`config.mk`:
```
export PLATFORM = sky130hd
export DESIGN_NAME = bias_add_stage
export DESIGN_NICKNAME = d
export VERILOG_FILES = /design/src/rtl/bias_add_stage.sv
export SDC_FILE = /design/constraint.sdc
export NUM_CORES = 1
export LEC_CHECK = 0
export ABC_AREA = 0
export CAP_MARGIN = 40
export CORE_UTILIZATION = 45
export DETAILED_ROUTE_END_ITERATION = 6
export SKIP_CTS_REPAIR_TIMING = 1
export SYNTH_ARGS = -nofsm -noshare
export SYNTH_HDL_FRONTEND = slang
export SYNTH_SLANG_ARGS = --single-unit
```
`constraint.sdc`:
```
create_clock -name clk -period 17.4 [get_ports clk]
set_clock_uncertainty 0.1 [all_clocks]
set_input_delay 4.35 -clock clk [delete_from_list [all_inputs] [get_ports clk]]
set_output_delay 4.35 -clock clk [all_outputs]
set_load 0.02 [all_outputs]
```
`src/rtl/bias_add_stage.sv`:
```
// Per-channel bias adder: sign-magnitude bias bank, 2-stage elastic pipeline, saturating output.
// Optional BIAS_RELU_EN clamps negative results to zero after saturation.
module bias_add_stage #(
  parameter int unsigned NUM_CH = 16,
  parameter int unsigned ACC_W  = 24,
  parameter int unsigned BIAS_W = 16,
  parameter int unsigned DATA_W = 16,
  localparam int unsigned CH_W  = $clog2(NUM_CH)
) (
  input  logic              clk,
  input  logic              rst,
  input  logic              bias_we_i,
  input  logic [CH_W-1:0]   bias_waddr_i,
  input  logic [BIAS_W-1:0] bias_wdata_i,
  input  logic              ch_clr_i,
  input  logic              in_valid_i,
  output logic              in_ready_o,
  input  logic [ACC_W-1:0]  in_acc_i,
  output logic              out_valid_o,
  input  logic              out_ready_i,
  output logic [DATA_W-1:0] out_data_o,
  output logic [CH_W-1:0]   out_ch_o,
  output logic              out_last_o,
  output logic              sat_flag_o
);

  localparam logic [CH_W-1:0] ChLast = CH_W'(NUM_CH - 1);
  localparam logic signed [ACC_W:0] SatMax =
    {{(ACC_W + 2 - DATA_W){1'b0}}, {(DATA_W - 1){1'b1}}};
  localparam logic signed [ACC_W:0] SatMin =
    {{(ACC_W + 2 - DATA_W){1'b1}}, {(DATA_W - 1){1'b0}}};

  logic [BIAS_W-1:0]       bias_q [NUM_CH];
  logic [CH_W-1:0]         ch_cnt_q, ch_cnt_d;
  logic                    s1_valid_q;
  logic [ACC_W-1:0]        s1_acc_q;
  logic signed [ACC_W:0]   s1_bias_q;
  logic [CH_W-1:0]         s1_ch_q;
  logic                    out_valid_q, out_last_q, sat_q;
  logic [DATA_W-1:0]       out_data_q;
  logic [CH_W-1:0]         out_ch_q;

  logic                    accept, s1_load, s2_load;
  logic [BIAS_W-1:0]       bias_rd;
  logic signed [ACC_W:0]   bias_dec;
  logic signed [ACC_W:0]   sum;
  logic [DATA_W-1:0]       res;
  logic                    res_sat;

  assign s2_load    = !out_valid_q || out_ready_i;
  assign s1_load    = !s1_valid_q || s2_load;
  assign in_ready_o = s1_load;
  assign accept     = in_valid_i && s1_load;

  // Out-of-range addresses match no entry and are dropped.
  always_ff @(posedge clk or posedge rst) begin
    if (rst) begin
      for (int unsigned i = 0; i < NUM_CH; i++) bias_q[i] <= '0;
    end else if (bias_we_i) begin
      for (int unsigned i = 0; i < NUM_CH; i++) begin
        if (bias_waddr_i == CH_W'(i)) bias_q[i] <= bias_wdata_i;
      end
    end
  end

  always_comb begin
    bias_rd  = bias_q[ch_cnt_q];
    bias_dec = (ACC_W + 1)'(bias_rd[BIAS_W-2:0]);
    if (bias_rd[BIAS_W-1]) bias_dec = -bias_dec;
  end

  always_comb begin
    ch_cnt_d = ch_cnt_q;
    if (accept) ch_cnt_d = (ch_cnt_q == ChLast) ? '0 : ch_cnt_q + 1'b1;
    if (ch_clr_i) ch_cnt_d = '0;
  end

  always_comb begin
    sum     = {s1_acc_q[ACC_W-1], s1_acc_q} + s1_bias_q;
    res     = sum[DATA_W-1:0];
    res_sat = 1'b0;
    if (sum > SatMax) begin
      res     = {1'b0, {(DATA_W - 1){1'b1}}};
      res_sat = 1'b1;
    end else if (sum < SatMin) begin
      res     = {1'b1, {(DATA_W - 1){1'b0}}};
      res_sat = 1'b1;
    end
`ifdef BIAS_RELU_EN
    // ReLU leaves sat_flag untouched so a clamped negative still reports saturation.
    if (res[DATA_W-1]) res = '0;
`endif
  end

  always_ff @(posedge clk or posedge rst) begin
    if (rst) begin
      ch_cnt_q   <= '0;
      s1_valid_q <= 1'b0;
      s1_acc_q   <= '0;
      s1_bias_q  <= '0;
      s1_ch_q    <= '0;
    end else begin
      ch_cnt_q <= ch_cnt_d;
      if (s1_load) begin
        s1_valid_q <= in_valid_i;
        if (in_valid_i) begin
          s1_acc_q  <= in_acc_i;
          s1_bias_q <= bias_dec;
          s1_ch_q   <= ch_cnt_q;
        end
      end
    end
  end

  always_ff @(posedge clk or posedge rst) begin
    if (rst) begin
      out_valid_q <= 1'b0;
      out_data_q  <= '0;
      out_ch_q    <= '0;
      out_last_q  <= 1'b0;
      sat_q       <= 1'b0;
    end else if (s2_load) begin
      out_valid_q <= s1_valid_q;
      if (s1_valid_q) begin
        out_data_q <= res;
        out_ch_q   <= s1_ch_q;
        out_last_q <= (s1_ch_q == ChLast);
        sat_q      <= res_sat;
      end
    end
  end

  assign out_valid_o = out_valid_q;
  assign out_data_o  = out_data_q;
  assign out_ch_o    = out_ch_q;
  assign out_last_o  = out_last_q;
  assign sat_flag_o  = sat_q;

endmodule

```
==> metrics.md <==
| Metric | Value |
|---|---|
| CP max FO | `4` |
| Worst vdd ir | `a little over 0.09 mV` |
| Worst Hold Class | `reg -> reg` |
| GRT Total Usage | `21.40%` |
| Residual DRC | `0` |
| Critical Path AT | `between 5 and 6 ns` |
| Final instance area | `approximately 19000 um^2` |
| Startpoint types | `input port` |
| IO Port Bufs | `73` |
| Worst skew pair latency | `0.55 ns` |
| DP HPWL | `approximately 24 mm` |
| CTS Buf Count | `38` |
| Worst path required time | `approximately 13 ns` |
| Area delta synth->final | `14.59%` |
| Initial Util | `a little under half` |
| Pins Over Slew Limit | `0` |
| Ys Warns | `0` |
| Post-Synthesis Cell Area | `about 17000 um^2` |
| CTS tree | `built` |
| Type of the worst setup path | `in -> out` |
| End of the worst hold path | `s1_bias_q[17]` |
| Vias | `between 10000 and 15000` |
| Avg WL per Cell | `between 20 and 25 um` |
| CTS Buffer Depth | `3` |
| # H-tree levels | `2` |
| Worst setup EP type | `primary output` |
| Max_cap viols | `0` |
| Number of global-route vias before repair | `roughly 11000` |
| Top cell type's share of synthesized area | `about half` |
| FF-to-FF path depth | `11` |
| Hold Crit Start | `s1_bias_q[17]` |
| Power, Total | `around 2.6 mW` |
| Post-synth top cells | `335 x dfrtp_1, 259 x mux2_2, 161 x nand2_1` |
| Final Wtd Congestion | `around 0.84` |
| Avg Vias per Cell | `between 5 and 6` |
| FMAX | `between 90 and 100 MHz` |
| Placed cell areas | `17790 um^2` |
| Root Buffer | `clkbuf_16` |
| Status | `complete, no violations` |
| Crit share post-route | `between 50% and 60%` |
| Netlist cell types | `72` |
| Pin count of the biggest net entering global routing | `100` |
| First-pass GRT wire length | `roughly 63 mm` |
| Final Hold Fails | `0` |
| Die Area | `~38000 um^2` |
| RSZ-0062 raised after global routing | `no` |
| Reg-to-reg setup timing slack | `between 10 and 15 ns` |
| RR Startpoint | `ch_cnt_q[0]` |
| Die Width | `between 150 and 200 um` |
| Register area share after synthesis | `about half` |
| Number of DRC markers in iteration 0 | `604` |
| Top_reg_cell synth | `dfrtp_1` |
| Net Count, Synth | `1380` |
| Most frequent cell after synthesis | `dfrtp_1` |
| Worst rel slew slack | `42.20%` |
| WHS | `approximately 0.38 ns` |
| Rows | `70` |
| Leak | `~8.2 nW` |
| EDFF count, synth | `0` |
| Hold path depth | `1` |
| # setup viols final | `0` |
| P per Cell Area | `~140 nW/um^2` |
| Setup_tns | `0 ns` |
| Fill cells | `3201` |
| Critical Path Start | `out_ready_i` |
| Fin nets | `around 1400` |
| Synth top area cells | `dfrtp_1 50%, mux2_2 18%, mux4_2 7.6%` |
| Detail Route Antenna Nets | `0` |
| GRT overflow | `0` |
| Register bit count reported by yosys | `335` |
| CTS Sinks | `roughly 340` |
| Clock transition at path regs | `around 0.060 ns` |
| Avg Inst Size Synth | `~13 um^2` |
| DIE HEIGHT | `just under 200 um` |
| Final Critical Period | `approximately 10 ns` |
| Total iterations of the first detailed-routing run | `5` |
| Initial antenna violation count | `2` |
| Asr flop ratio synth | `100.0%` |
| Cell count after synthesis | `roughly 1300` |
| WL final | `a little under 40 mm` |
| Reg2Reg Capture Point | `s1_bias_q[12]` |
| Proportion of layout cells with a drive suffix above 1 | `between 30% and 40%` |
| Worst slew pin tran | `approximately 0.87 ns` |
| Area leader, netlist | `dfrtp_1` |
| Final Util | `~52%` |
| Num ports | `74` |
| Core footprint | `36520 um^2` |
==> worst max-delay path by stage <==
stage	to	slack [ns]	depth (start not counted)
finish	in_ready_o	7.34	3
floorplan	bias_q[0]	3.67	1
global route	in_ready_o	7.28	3
global placement	in_ready_o	7.34	3
CTS	in_ready_o	7.34	3
detailed placement	in_ready_o	7.34	3
==> metal layers <==
layer	track usage [%]	up-vias	part of all wire, %
met5	0	-	0.034
met2	35.36	178	48
li1	-	4866	-
met3	3.705	65	4.1
met1	29.22	5311	46
met4	5.673	2	2.1
==> stage by stage <==
step           instances  worst slack [ns]
2_1_floorplan       1303             3.668
3_3_place_gp        1784             7.339
3_5_place_dp        1788             7.345
4_1_cts             1854             7.336
5_1_grt             1854             7.285
6_report            1855             7.340
==> area by class of cell <==
type / instances / area (um^2) / share of cell area, %
Timing Repair Buffer: 102 / 996.0 / 5.227
Sequential cell: 335 / 8389 / 44.03
Multi-Input combinational cell: 876 / 7790 / 40.88
Inverter: 7 / 33.78 / 0.1773
Antenna cell: 1 / 2.502 / 0.01313
Clock buffer: 55 / 1095 / 5.746
Tap cell: 468 / 585.6 / 3.073
Clock inverter: 11 / 162.7 / 0.8536
==> flip-flops by register name (all words and copies together) (netlist names) <==
register	cells
s1_acc_q	24
bias_q	256
out_valid_o	1
s1_ch_q	4
sat_flag_o	1
ch_cnt_q	4
out_ch_o	4
s1_bias_q	23
s1_valid_q	1
out_last_o	1
out_data_o	16
==> cells in the final DEF, fill, tap and decap left out, types with 5 or more instances in the layout <==
cell,netlist,routed
a211oi_1,14,14
a21o_1,18,18
a21oi_1,51,51
and2_1,5,6
buf_4,2,25
clkbuf_1,51,9
clkbuf_16,0,38
clkbuf_8,0,8
clkdlybuf4s50_1,0,73
clkinv_2,0,5
dfrtp_1,335,332
ha_1,26,26
inv_1,6,5
mux2_2,259,259
mux2i_1,18,18
mux4_1,5,5
mux4_2,56,56
mux4_4,8,8
nand2_1,161,160
nand2b_1,7,7
nand3_1,6,6
nand3b_1,5,5
nand4_1,8,8
nor2_1,55,46
nor2_2,1,10
nor2b_1,6,6
nor3_1,19,19
nor3b_1,5,5
o211ai_1,7,7
o21ai_0,34,34
or3_1,9,9
xnor2_1,22,22
xor2_1,10,10
==> power by group <==
part | switching, mW | leakage, nW | internal, mW
sequential | 0.0996 | 4.11 | 0.967
combinational | 0.373 | 3.43 | 0.381
clock | 0.326 | 0.621 | 0.484
total | 0.798 | 8.16 | 1.83
==> cells by family after synthesis <==
family | share of synthesized area [%]
multiplexers | 28.20
flip-flops | 50.41
AND/OR/NAND/NOR | 8.428
AO/OA/AOI/OAI | 6.306
buffers and inverters | 2.889
XOR/XNOR | 1.685
adder cells (fa/ha/maj) | 2.077
==> critical path: stages <==
cell and delay (ns):
clkdlybuf4s50_1 0.47, nand3b_1 0.17, clkdlybuf4s50_1 0.63
No activity file was read; power rests on OpenSTA's default activity.
